===== config.mk =====
export PLATFORM = sky130hd
export DESIGN_NAME = fpnew_opgroup_out_arbiter
export DESIGN_NICKNAME = d
export VERILOG_FILES = /design/src/rtl/fpnew_pkg.sv /design/src/rtl/fpnew_rr_arbiter.sv /design/src/rtl/fpnew_opgroup_out_arbiter.sv
export SDC_FILE = /design/constraint.sdc
export NUM_CORES = 1
export LEC_CHECK = 0
export CAP_MARGIN = 10
export CORE_ASPECT_RATIO = 0.6
export CORE_UTILIZATION = 45
export DETAILED_ROUTE_END_ITERATION = 6
export HOLD_SLACK_MARGIN = 0.12
export PLACE_DENSITY = 0.85
export SLEW_MARGIN = 15
export SYNTH_ARGS = -nofsm -noshare
export SYNTH_HDL_FRONTEND = slang
export SYNTH_SLANG_ARGS = --single-unit

===== constraint.sdc =====
create_clock -name clk_i -period 15.3 [get_ports clk_i]
set_input_delay 4.59 -clock clk_i [delete_from_list [all_inputs] [get_ports clk_i]]
set_output_delay 4.59 -clock clk_i [all_outputs]
set_load 0.03 [all_outputs]

===== src/rtl/fpnew_pkg.sv =====
// fpnew_pkg: shared FPU types and constants
package fpnew_pkg;
  localparam int unsigned NUM_FP_FORMATS = 5;
  typedef struct packed {
    logic nv;
    logic dz;
    logic of;
    logic uf;
    logic nx;
  } status_t;
endpackage


===== src/rtl/fpnew_rr_arbiter.sv =====
// fpnew_rr_arbiter: round-robin grant whose pointer moves past each taken grant
//   clk, rst    clock, async active-high reset (pointer -> 0)
//   req         per-requester request
//   advance     grant taken this cycle; pointer becomes gnt_idx+1 (wrapping)
//   gnt_onehot  one-hot winner (zero when no request)
//   gnt_idx     winner index
module fpnew_rr_arbiter #(
  parameter int unsigned N = 2,
  localparam int unsigned IW = (N > 1) ? $clog2(N) : 1
) (
  input  logic          clk,
  input  logic          rst,
  input  logic [N-1:0]  req,
  input  logic          advance,
  output logic [N-1:0]  gnt_onehot,
  output logic [IW-1:0] gnt_idx
);
  if (N == 1) begin : g_single
    logic unused;
    assign unused = ^{clk, rst, advance};
    assign gnt_onehot = req;
    assign gnt_idx = '0;
  end else begin : g_rr
    logic [IW-1:0] ptr;
    // scan downward so the last hit, i.e. the one closest above ptr, wins
    always_comb begin
      gnt_onehot = '0;
      gnt_idx = '0;
      for (int k = N - 1; k >= 0; k--) begin
        if (req[(int'(ptr) + k) % N]) begin
          gnt_onehot = N'(1) << ((int'(ptr) + k) % N);
          gnt_idx = IW'((int'(ptr) + k) % N);
        end
      end
    end
    always_ff @(posedge clk or posedge rst)
      if (rst) ptr <= '0;
      else if (advance) ptr <= (gnt_idx == IW'(N - 1)) ? '0 : gnt_idx + 1'b1;
  end
endmodule


===== src/rtl/fpnew_opgroup_out_arbiter.sv =====
// fpnew_opgroup_out_arbiter: round-robin merge of per-format results into one output register
//   clk_i, rst_i                 clock, async active-high reset
//   in_*_i / in_valid_i          per-slice result, status, ext bit, tag and valid
//   in_ready_o                   one-hot accept of the granted slice (zero when stalled/flushed)
//   flush_i                      drop the held result and accept nothing this cycle
//   result_o .. src_idx_o        registered output payload and producing slice
//   out_valid_o, out_ready_i     output handshake; busy_o mirrors out_valid_o
module fpnew_opgroup_out_arbiter
  import fpnew_pkg::*;
#(
  parameter int unsigned NumInputs = NUM_FP_FORMATS,
  parameter int unsigned Width = 32,
  parameter type TagType = logic,
  localparam int unsigned IdxW = (NumInputs > 1) ? $clog2(NumInputs) : 1
) (
  input  logic                                clk_i,
  input  logic                                rst_i,
  input  logic [NumInputs-1:0][Width-1:0]     in_result_i,
  input  status_t [NumInputs-1:0]             in_status_i,
  input  logic [NumInputs-1:0]                in_ext_bit_i,
  input  TagType [NumInputs-1:0]              in_tag_i,
  input  logic [NumInputs-1:0]                in_valid_i,
  output logic [NumInputs-1:0]                in_ready_o,
  input  logic                                flush_i,
  output logic [Width-1:0]                    result_o,
  output status_t                             status_o,
  output logic                                extension_bit_o,
  output TagType                              tag_o,
  output logic [IdxW-1:0]                     src_idx_o,
  output logic                                out_valid_o,
  input  logic                                out_ready_i,
  output logic                                busy_o
);
  logic out_valid_q, accept, push;
  logic [NumInputs-1:0] gnt;
  logic [IdxW-1:0] win;
  fpnew_rr_arbiter #(.N(NumInputs)) i_arb (
    .clk(clk_i),
    .rst(rst_i),
    .req(in_valid_i),
    .advance(push),
    .gnt_onehot(gnt),
    .gnt_idx(win)
  );
  // reset is folded in so slices never see a ready while the stage is held in reset
  assign accept = (~out_valid_q | out_ready_i) & ~flush_i & ~rst_i;
  assign in_ready_o = accept ? ((NumInputs == 1) ? '1 : gnt) : '0;
  assign push = accept & |in_valid_i;
  assign out_valid_o = out_valid_q;
  assign busy_o = out_valid_q;
  always_ff @(posedge clk_i or posedge rst_i)
    if (rst_i) begin
      out_valid_q <= 1'b0;
      result_o <= '0;
      status_o <= '0;
      extension_bit_o <= 1'b0;
      tag_o <= '0;
      src_idx_o <= '0;
    end else begin
      out_valid_q <= push | (out_valid_q & ~out_ready_i & ~flush_i);
      if (push) begin
        result_o <= in_result_i[win];
        status_o <= in_status_i[win];
        extension_bit_o <= in_ext_bit_i[win];
        tag_o <= in_tag_i[win];
        src_idx_o <= win;
      end
    end
endmodule


==> After elaboration in Yosys (flattened, before gate mapping) <==
Cells that the tools add are included.
{ "word_totals": {"register_bits": 46, "wordCells": 75} }
{ "op_classes": {"n_addsub": 5, "div": 5, "n_lt_le_gt_ge": 6, "n_eq_ne": 1, "shift": 5, "mux": 30, "bitwise_logic": 11, "reduce_logical": 1} }
{ "ops": {"columns": ["cell", "n"], "rows": [
  ["32-bit by 4-bit < comparator with 1-bit output (second input constant)", 5],
  ["1-bit by 32-bit left shift with 5-bit output (first input constant)", 5],
  ["32-bit by 3-bit remainder unit with 32-bit output (second input constant)", 4],
  ["32-bit binary-select mux with 3-bit select", 1],
  ["5-bit two-way mux", 7],
  ["3-bit by 3-bit remainder unit with 32-bit output (second input constant)", 1],
  ["32-bit two-way mux", 1],
  ["1-bit binary-select mux with 3-bit select", 7],
  ["3-bit two-way mux", 6],
  ["5-bit binary-select mux with 3-bit select", 1],
  ["3-bit by 2-bit adder with 4-bit output (second input constant)", 2],
  ["1-bit two-way mux", 7],
  ["1-bit AND", 5],
  ["5-bit OR reduction", 1],
  ["3-bit by 1-bit adder with 4-bit output (second input constant)", 1],
  ["3-bit by 3-bit adder with 4-bit output (second input constant)", 1],
  ["3-bit by 4-bit < comparator with 1-bit output (second input constant)", 1],
  ["1-bit inverter", 4],
  ["3-bit by 1-bit adder with 3-bit output (second input constant)", 1],
  ["3-bit == test (second input constant)", 1],
  ["1-bit bitwise OR", 2]
]} }

==> Depth between registers and ports, before layout <==
Gate-level depths: netlist of the first run.
{ "depth": {"ltp_word": 11, "mapped_depth": 25, "mapped_depth_nobuf": 21} }

==> Modules after synthesis <==
From an unflattened synthesis of the first run, not the netlist that was laid out.
{ "unflattened": {"cells_unflattened": 683, "hier_area_um2": 6103.4} }
{ "modules_own_cells": {"columns": ["mod", "instances", "cells_per_inst", "area_each_um2", "seq_area_each_um2"], "rows": [
  ["fpnew_opgroup_out_arbiter", 1, 329, 3607.2, 1076.0],
  ["fpnew_rr_arbiter", 1, 354, 2496.1, 75.1]
]} }

==> Worst setup path before layout of the first run <==
No wires, ideal clock.
{ "synth_timing": {"path_type": "in2out", "start": "input in_valid_i[2]", "end": "output in_ready_o[2]", "t_arrival_ns": 6.698, "required_time_ns": 10.710, "path_slack_ns": 4.012, "path_stages": 9, "path_buffers": 1, "path_cell_list": "buf_1 mux2i_1 mux2_2 o31ai_2 o21ai_0 a2bb2oi_1 o32ai_1 nand3_1 a31oi_1"} }
{ "synth_via": {"elab_chain_cells": 8, "word_cells_on_any_way": 16, "classes_between": "mux: 16"} }
{ "synth_rtl": {"columns": ["item", "line_no", "text"], "rows": [
  ["from (decl)", "fpnew_opgroup_out_arbiter.sv:22", "input logic [NumInputs-1:0] in_valid_i,"],
  ["1-bit binary-select mux with 3-bit select", "fpnew_rr_arbiter.sv:30", "if (req[(int'(ptr) + k) % N]) begin"],
  ["1-bit two-way mux (not written as such)", "fpnew_rr_arbiter.sv:30", null],
  ["5-bit two-way mux (4 in series)", "fpnew_rr_arbiter.sv:30", null],
  ["5-bit two-way mux *", "fpnew_rr_arbiter.sv:30", null],
  ["5-bit two-way mux *", "fpnew_opgroup_out_arbiter.sv:47", "assign in_ready_o = accept ? ((NumInputs == 1) ? '1 : gnt) : '0;"],
  ["to (decl)", "fpnew_opgroup_out_arbiter.sv:23", "output logic [NumInputs-1:0] in_ready_o,"]
]} }
Mark *: on every way between the ends. The rest lies on a longest branch, timed or not. The select of a mux whose other input is x is not followed.

==> Worst setup path after layout of the first run <==
{ "layout_timing": {"start": "input in_valid_i[3]", "end": "output in_ready_o[4]"} }
Same word-level chain as after synthesis.

==> report_table.html, run 1 <==
<table>
<tr><th>Metric</th><th>Value</th></tr>
<tr><th colspan="2">Status</th></tr>
<tr><td>Outcome</td><td>finished, final reports clean</td></tr>
<tr><th colspan="2">Layout</th></tr>
<tr><td>Layout overhead on the synthesized area</td><td>48.1%</td></tr>
<tr><td>Design area</td><td>0.00836 mm^2</td></tr>
<tr><td>Fraction of layout cells with a size suffix above 1</td><td>14.3%</td></tr>
<tr><td>Final Core Density</td><td>68.8%</td></tr>
<tr><td>Antenna Diode Count</td><td>0</td></tr>
<tr><td>Number of fillers in the final layout</td><td>932</td></tr>
<tr><td>Layout Nets</td><td>1051</td></tr>
<tr><th colspan="2">Logic synthesis</th></tr>
<tr><td>Warnings, synthesis</td><td>0</td></tr>
<tr><td>Synth async-reset ratio</td><td>100%</td></tr>
<tr><td>Largest cells by area after synthesis</td><td>dfrtp_1 20%, mux4_2 17%, a31o_2 6.2%</td></tr>
<tr><td>Most common cell in the netlist</td><td>dfrtp_1</td></tr>
<tr><td>Post-synthesis cell count</td><td>611</td></tr>
<tr><td>Number of flops mapped to enable cells by yosys</td><td>0</td></tr>
<tr><td>Average cell area after synthesis</td><td>9.23 um^2</td></tr>
<tr><td>Post-synthesis net count</td><td>838</td></tr>
<tr><td>Cell Area, Synth</td><td>0.00564 mm^2</td></tr>
<tr><td>Sequential element share of the synthesized area</td><td>20.4%</td></tr>
<tr><td>List of most frequent post-synthesis cells</td><td>46 x dfrtp_1, 44 x and2_1, 42 x a21o_1, 42 x mux4_2, 41 x nand2_1</td></tr>
<tr><td>Flip-flop cell with the highest count after synthesis</td><td>dfrtp_1</td></tr>
<tr><td>Share of the synthesized area in the top cell type</td><td>20.4%</td></tr>
<tr><td>Post-synth top area cell</td><td>dfrtp_1</td></tr>
<tr><td>Synthesis-stage register bit count</td><td>46</td></tr>
<tr><td>Number of distinct library cells after synthesis</td><td>79</td></tr>
<tr><th colspan="2">Route</th></tr>
<tr><td>Number of nets with antenna violations after routing</td><td>0</td></tr>
<tr><td>TritonRoute pass-1 iters</td><td>5</td></tr>
<tr><td>Drt drc</td><td>0</td></tr>
<tr><td>Ratio of routed vias to standard cells</td><td>6.22</td></tr>
<tr><td>Total number of vias</td><td>6158</td></tr>
<tr><td>Drt total wl</td><td>20.7 mm</td></tr>
<tr><td>Routed length per placed instance</td><td>20.9 um</td></tr>
<tr><td>Iteration-0 DRC count of the detailed router</td><td>574</td></tr>
<tr><th colspan="2">STA</th></tr>
<tr><td>Max Slew Vio Count</td><td>0</td></tr>
<tr><td>Worst max-slew margin expressed relative to the limit</td><td>25.9%</td></tr>
<tr><td>Final hold violations</td><td>0</td></tr>
<tr><td>Post-route fraction of the period consumed by the critical path</td><td>83.3%</td></tr>
<tr><td>Unrepaired setup endpoints after global routing</td><td>no</td></tr>
<tr><td>Total negative slack</td><td>0 ns</td></tr>
<tr><td>Minimum clock period</td><td>12.74 ns</td></tr>
<tr><td>Maximum clock skew at final layout</td><td>0.00519 ns</td></tr>
<tr><td>Final setup vio count</td><td>0</td></tr>
<tr><td>Slew @ Worst Pin</td><td>1.11 ns</td></tr>
<tr><td>Upper clock frequency limit</td><td>0.0785 GHz</td></tr>
<tr><th colspan="2">Die</th></tr>
<tr><td>Width of the die</td><td>147 um</td></tr>
<tr><td>Die area</td><td>0.0130 mm^2</td></tr>
<tr><td>Effective utilization at floorplan</td><td>46.5%</td></tr>
<tr><td>Row Count</td><td>31</td></tr>
<tr><td>Placeable core region</td><td>0.0121 mm^2</td></tr>
<tr><td>Number of primary I/O pins</td><td>253</td></tr>
<tr><td>Overall die height</td><td>88.7 um</td></tr>
<tr><th colspan="2">Worst setup path</th></tr>
<tr><td>Cell depth of the worst flop-to-flop path</td><td>19</td></tr>
<tr><td>Reg-to-reg slack, setup</td><td>7.65 ns</td></tr>
<tr><td>Arr. time, crit path</td><td>8.15 ns</td></tr>
<tr><td>Type of origin of the critical path</td><td>primary input</td></tr>
<tr><td>Reg2Reg Launch Point</td><td>i_arb.g_rr.ptr[0]</td></tr>
<tr><td>R2R Path End</td><td>result_o[21]</td></tr>
<tr><td>Launching instance or port of the critical path</td><td>in_valid_i[3]</td></tr>
<tr><td>Critical Path Sink</td><td>in_ready_o[4]</td></tr>
<tr><td>Endpoint type of the worst setup path</td><td>primary output</td></tr>
<tr><td>Maximum fanout along the worst path</td><td>12</td></tr>
<tr><td>Start-to-end type of the worst setup path</td><td>in -&gt; out</td></tr>
<tr><td>Worst EP required</td><td>10.71 ns</td></tr>
<tr><th colspan="2">Global routing</th></tr>
<tr><td>Initial antenna violation count</td><td>0</td></tr>
<tr><td>Global-route wire length before repair</td><td>31.1 mm</td></tr>
<tr><td>Overall track demand over capacity in global routing</td><td>30.8%</td></tr>
<tr><td>Vias in the first global route</td><td>5797</td></tr>
<tr><td>Gr ovfl total</td><td>0</td></tr>
<tr><td>Maximum number of pins on one net before global-route repair</td><td>47</td></tr>
<tr><th colspan="2">Place</th></tr>
<tr><td>HPWL Detailed</td><td>16.1 mm</td></tr>
<tr><td>Buffers added on ports</td><td>252</td></tr>
<tr><td>Placed instance area</td><td>0.00819 mm^2</td></tr>
<tr><td>Weighted congestion at the end of routability-driven global placement</td><td>0.972</td></tr>
<tr><th colspan="2">Clock network</th></tr>
<tr><td>Number of H-tree branching levels</td><td>2</td></tr>
<tr><td>TritonCTS clock tree</td><td>built</td></tr>
<tr><td>Clock transition at the registers of the reported paths</td><td>0.07 ns</td></tr>
<tr><td>Total of hold buffers inserted after clock tree synthesis</td><td>0</td></tr>
<tr><td>Clock buffers created by TritonCTS</td><td>5</td></tr>
<tr><td>Post-CTS setup buffer count</td><td>0</td></tr>
<tr><td>Number of sinks on the clock net</td><td>46</td></tr>
<tr><td>Post_cts resized</td><td>0</td></tr>
<tr><td>Maximum buffer depth of the clock tree</td><td>2</td></tr>
<tr><td>Root buffer selected by CTS</td><td>clkbuf_16</td></tr>
<tr><td>Insertion delay of the later-clocked pin in the worst-skew pair</td><td>0.29 ns</td></tr>
<tr><th colspan="2">Worst hold path</th></tr>
<tr><td>Worst hold path startpoint</td><td>src_idx_o[2]</td></tr>
<tr><td>Type of the tightest min-delay check</td><td>reg -&gt; reg</td></tr>
<tr><th colspan="2">Run</th></tr>
<tr><td>Number of violations of the max-capacitance limit</td><td>0</td></tr>
</table>
## per-layer routing
layer | share of wire (%) | GRT usage, % | vias up
li1 | - | - | 2793
met3 | 9.6 | 7.68 | 20
met4 | 0.88 | 4.45 | 0
met5 | 0 | 0 | -
met2 | 46 | 49.3 | 326
met1 | 44 | 43.4 | 3019
## worst max-delay path, stage by stage
cell	delay, ns
clkdlybuf4s50_1	0.65
mux2_2	0.38
nand2_1	0.08
o21a_1	0.16
a2111o_1	0.11
o31ai_2	0.12
nor4_1	0.52
a311oi_1	0.19
o32a_1	0.35
mux2i_1	0.13
and3_1	0.19
clkdlybuf4s50_1	0.67
## cell families (layout without fill, tap and decap cells)
logic type / Yosys count / after routing / synth area share (%)
xor gates and xnor gates: 12 / 12 / 2.13
DFF: 46 / 46 / 20.4
AOI/OAI and AO/OA: 223 / 223 / 29.7
and+or+nand+nor: 177 / 177 / 16.7
muxes: 60 / 60 / 20.1
buffers and inverters: 70 / 284 / 5.92
adders and majority gates: 23 / 23 / 5.10
## state kept, by name (all words and copies together), names as in the netlist
name,count
status_o,5
result_o,32
tag_o,1
extension_bit_o,1
i_arb.g_rr.ptr,3
busy_o,1
src_idx_o,3
## layout make-up
type | instances | area (um^2) | area share [%]
Timing Repair Buffer | 257 | 2560 | 30.6
Multi-Input combinational cell | 495 | 4200 | 50.2
Clock buffer | 5 | 125 | 1.50
Clock inverter | 3 | 43.8 | 0.524
Inverter | 19 | 72.6 | 0.869
Sequential cell | 46 | 1150 | 13.8
Tap cell | 165 | 206 | 2.47
## cell usage in the layout (no fill, tap or decap), types with 6 or more instances in the layout
master           instances
clkdlybuf4s50_1        252
dfrtp_1                 46
and2_1                  44
a21o_1                  42
mux4_2                  42
nand2_1                 41
a31o_2                  40
o21ai_0                 30
nor2_1                  27
a21oi_1                 24
ha_1                    23
inv_1                   17
mux2i_1                 14
xnor2_1                  9
nand2b_1                 9
nor3_1                   9
nand3_1                  8
a31oi_1                  7
nor2b_1                  6
## worst min path at each step
stage                   endpoint  slack (ns)  cells past startpoint
floorplan           src_idx_o[2]        0.65                      2
global placement    src_idx_o[2]        0.46                      2
detailed placement  src_idx_o[2]        0.47                      2
CTS                 src_idx_o[2]        0.48                      2
global route        src_idx_o[2]        0.52                      2
finish              src_idx_o[2]        0.48                      2
## through the flow
step	std cells	setup WS (ns)	hold WS [ns]
5_1_grt	990	2.40	0.524
3_5_place_dp	982	2.70	0.465
4_1_cts	990	2.69	0.482
2_1_floorplan	611	4.01	0.649
3_3_place_gp	982	2.73	0.461
6_report	990	2.56	0.479
Power of run 1 is not shown: default switching activity piles up to over one toggle a cycle in this logic, so the estimate is an artifact.
==> run 2, diff against run 1 <==
Settings changed: CORE_UTILIZATION 45 to 43, PLACE_DENSITY 0.85 to 0.81.
Clock period 15.3 ns to 13.29 ns, I/O delays scaled along.
==> run 2 against run 1 <==
Register-to-register slack worse by 1.8 ns. Global-route usage down 0.87 points. Core utilization down 1.7 points. Final cell count unchanged. Die area up 4.6%. Clock skew up 0.0086 ns. Flip-flop and latch count unchanged. Cell area down 0.24%. Non-clock buffer count unchanged. Hold slack worse by 0.0028 ns. Critical path depth unchanged. Largest cell class unchanged. Sequential share of layout area about the same.
==> report_table.html, run 2 (same netlist as run 1, synthesis figures left out) <==
<table>
<tr><th>Metric</th><th>Value</th></tr>
<tr><th colspan="2">Status</th></tr>
<tr><td>Outcome</td><td>finished, final reports clean</td></tr>
<tr><th colspan="2">STA</th></tr>
<tr><td>Final hold violations</td><td>0 (unchanged)</td></tr>
<tr><td>Min setup slack post-route</td><td>1.68 ns (-0.879 ns)</td></tr>
<tr><td>Post-route fraction of the period consumed by the critical path</td><td>87.3%</td></tr>
<tr><td>Worst max-slew margin expressed relative to the limit</td><td>27.4% (+1.5 points)</td></tr>
<tr><td>Total negative slack</td><td>0 ns (unchanged)</td></tr>
<tr><td>Slew @ Worst Pin</td><td>1.09 ns (-0.0205 ns)</td></tr>
<tr><td>Upper clock frequency limit</td><td>0.0862 GHz</td></tr>
<tr><td>Max Slew Vio Count</td><td>0 (unchanged)</td></tr>
<tr><td>Unrepaired setup endpoints after global routing</td><td>no</td></tr>
<tr><td>Final setup vio count</td><td>0 (unchanged)</td></tr>
<tr><td>Minimum clock period</td><td>11.61 ns</td></tr>
<tr><td>Worst hold margin</td><td>0.476 ns (-0.00281 ns)</td></tr>
<tr><td>Maximum clock skew at final layout</td><td>0.0138 ns (+0.00863 ns)</td></tr>
<tr><th colspan="2">Layout</th></tr>
<tr><td>Number of fillers in the final layout</td><td>981 (+5.3%)</td></tr>
<tr><td>Layout Nets</td><td>1051 (unchanged)</td></tr>
<tr><td>Leading registers by flop count</td><td>result_o: 32 flops, status_o: 5 flops</td></tr>
<tr><td>Layout overhead on the synthesized area</td><td>47.8%</td></tr>
<tr><td>Register bank with the most flops</td><td>result_o</td></tr>
<tr><td>Antenna Diode Count</td><td>0 (unchanged)</td></tr>
<tr><td>Design area</td><td>0.00834 mm^2 (-0.24%)</td></tr>
<tr><td>Flip-flop count of the largest register, all copies and words added</td><td>32 (unchanged)</td></tr>
<tr><td>Multi-input gate area</td><td>0.00420 mm^2 (unchanged)</td></tr>
<tr><td>Combined flip-flop and latch cell area</td><td>0.00115 mm^2 (unchanged)</td></tr>
<tr><td>Fraction of layout cells with a size suffix above 1</td><td>14.3% (unchanged)</td></tr>
<tr><td>Most frequent cells in the layout</td><td>252 x clkdlybuf4s50_1, 46 x dfrtp_1, 44 x and2_1, 42 x a21o_1, 42 x mux4_2</td></tr>
<tr><td>Most common cell after layout, fill and taps aside</td><td>clkdlybuf4s50_1</td></tr>
<tr><th colspan="2">Global routing</th></tr>
<tr><td>Overall track demand over capacity in global routing</td><td>30.0% (-0.87 points)</td></tr>
<tr><td>Maximum number of pins on one net before global-route repair</td><td>47 (unchanged)</td></tr>
<tr><td>Vias in the first global route</td><td>5979 (+3.1%)</td></tr>
<tr><td>Global-route wire length before repair</td><td>31.5 mm (+1.4%)</td></tr>
<tr><td>Gr ovfl total</td><td>0 (unchanged)</td></tr>
<tr><td>Initial antenna violation count</td><td>0 (unchanged)</td></tr>
<tr><th colspan="2">Worst setup path</th></tr>
<tr><td>Maximum fanout along the worst path</td><td>12 (unchanged)</td></tr>
<tr><td>Combined buffer and inverter count along the critical path</td><td>2 (unchanged)</td></tr>
<tr><td>Crit-path leading delay family</td><td>buffers and inverters</td></tr>
<tr><td>Arr. time, crit path</td><td>7.62 ns (-0.53 ns)</td></tr>
<tr><td>Worst EP required</td><td>9.30 ns (-1.41 ns)</td></tr>
<tr><td>Start-to-end type of the worst setup path</td><td>in -&gt; out</td></tr>
<tr><td>Max stage delay on crit path</td><td>0.67 ns (about the same)</td></tr>
<tr><td>Top cell by count, worst path</td><td>clkdlybuf4s50_1</td></tr>
<tr><td>Endpoint type of the worst setup path</td><td>primary output</td></tr>
<tr><td>Reg-to-reg slack, setup</td><td>5.84 ns (-1.81 ns)</td></tr>
<tr><td>Series of cell instances along the critical path</td><td>clkdlybuf4s50_1 &gt; mux2_2 &gt; nand2_1 &gt; o21a_1 &gt; a2111o_1 &gt; o31ai_2 &gt; nor4_1 &gt; a311oi_1 &gt; o32a_1 &gt; mux2i_1 &gt; and3_1 &gt; clkdlybuf4s50_1</td></tr>
<tr><td>Cell with the biggest individual delay on the critical path</td><td>clkdlybuf4s50_1</td></tr>
<tr><td>Type of origin of the critical path</td><td>primary input</td></tr>
<tr><th colspan="2">Die</th></tr>
<tr><td>Row Count</td><td>31 (unchanged)</td></tr>
<tr><td>Effective utilization at floorplan</td><td>45.4% (-1.0 points)</td></tr>
<tr><td>Width of the die</td><td>150 um (+2.3%)</td></tr>
<tr><td>Placeable core region</td><td>0.0124 mm^2 (+2.2%)</td></tr>
<tr><td>Number of primary I/O pins</td><td>253 (unchanged)</td></tr>
<tr><td>Die area</td><td>0.0136 mm^2 (+4.6%)</td></tr>
<tr><td>Overall die height</td><td>90.7 um (+2.2%)</td></tr>
<tr><th colspan="2">Clock network</th></tr>
<tr><td>Number of sinks on the clock net</td><td>46 (unchanged)</td></tr>
<tr><td>Post-CTS setup buffer count</td><td>0 (unchanged)</td></tr>
<tr><td>Number of H-tree branching levels</td><td>2 (unchanged)</td></tr>
<tr><td>Root buffer selected by CTS</td><td>clkbuf_16</td></tr>
<tr><td>Post_cts resized</td><td>0 (unchanged)</td></tr>
<tr><td>Insertion delay of the later-clocked pin in the worst-skew pair</td><td>0.30 ns (about the same)</td></tr>
<tr><td>Total of hold buffers inserted after clock tree synthesis</td><td>0 (unchanged)</td></tr>
<tr><td>Clock transition at the registers of the reported paths</td><td>0.07 ns (about the same)</td></tr>
<tr><td>Clock buffers created by TritonCTS</td><td>5 (unchanged)</td></tr>
<tr><td>TritonCTS clock tree</td><td>built</td></tr>
<tr><td>Maximum buffer depth of the clock tree</td><td>2 (unchanged)</td></tr>
<tr><th colspan="2">Place</th></tr>
<tr><td>HPWL Detailed</td><td>15.6 mm (-3.2%)</td></tr>
<tr><td>Minimum setup slack after placement</td><td>1.76 ns (-0.944 ns)</td></tr>
<tr><td>Placed instance area</td><td>0.00819 mm^2 (unchanged)</td></tr>
<tr><td>Weighted congestion at the end of routability-driven global placement</td><td>0.977 (+0.51%)</td></tr>
<tr><td>Buffers added on ports</td><td>252 (unchanged)</td></tr>
<tr><th colspan="2">Route</th></tr>
<tr><td>Ratio of routed vias to standard cells</td><td>6.15 (-1.2%)</td></tr>
<tr><td>TritonRoute pass-1 iters</td><td>5 (unchanged)</td></tr>
<tr><td>Routed length per placed instance</td><td>20.5 um (-2.0%)</td></tr>
<tr><td>Drt total wl</td><td>20.3 mm (-2.0%)</td></tr>
<tr><td>Iteration-0 DRC count of the detailed router</td><td>499 (-13%)</td></tr>
<tr><td>Total number of vias</td><td>6085 (-1.2%)</td></tr>
<tr><td>Number of nets with antenna violations after routing</td><td>0 (unchanged)</td></tr>
<tr><td>Drt drc</td><td>0 (unchanged)</td></tr>
<tr><th colspan="2">Run</th></tr>
<tr><td>Number of violations of the max-capacitance limit</td><td>0 (unchanged)</td></tr>
<tr><th colspan="2">Worst hold path</th></tr>
<tr><td>Type of the tightest min-delay check</td><td>reg -&gt; reg</td></tr>
</table>
## run 2: changes by cell type in the layout (fill, tap and decap cells not counted), sizes merged
cell | previous run | this run
bufinv | 1 | 0
clkinv | 3 | 2
clkinvlp | 0 | 2
## run 2: cell type report
| type | instances | area share (%) |
|---|---|---|
| multi-input cells | 495 | 50.3 |
| repair buffers | 257 | 30.7 |
| flip-flops and latches | 46 | 13.8 |
| well taps | 165 | 2.48 |
| clock buffers | 5 | 1.50 |
| inverters | 19 | 0.871 |
| clock inverters | 3 | 0.285 |
## run 2: metal layers
| metal | routed length [um] | track usage [%] |
|---|---|---|
| met1 | 8800 | 41.2 |
| met2 | 9490 | 48.2 |
| met3 | 1600 | 5.20 |
| met4 | 377 | 8.42 |
| met5 | 0 | 0 |
## run 2: worst register-to-register path: cells and delay by family, from the launching register on
family | cells | cell delay [ns]
AOI/OAI and AO/OA | 8 | 2.62
adders and majority gates | 3 | 1.27
buffers and inverters | 4 | 1.80
DFF | 1 | 0.34
muxes | 1 | 0.70
and+or+nand+nor | 3 | 0.61
## run 2: path summary, 6_finish.rpt
path / startpoint / end / cells after the start
max in group asynchronous: rst_i / result_o[1] / 2
worst max-delay path: in_valid_i[3] / in_ready_o[4] / 12
worst min-delay path: src_idx_o[2] / src_idx_o[2] / 2
worst min register to register: src_idx_o[2] / src_idx_o[2] / 2
worst max register to register: i_arb.g_rr.ptr[0] / result_o[1] / 19
min in group asynchronous: rst_i / busy_o / 2
## run 2: per-stage QoR
stage	util, %	cells
after global routing	67.2	990
after global placement	65.9	982
after CTS	67.1	990
after floorplan	-	611
final	67.2	990
after detailed placement	65.9	982
Power of run 2 is left out for the same reason.
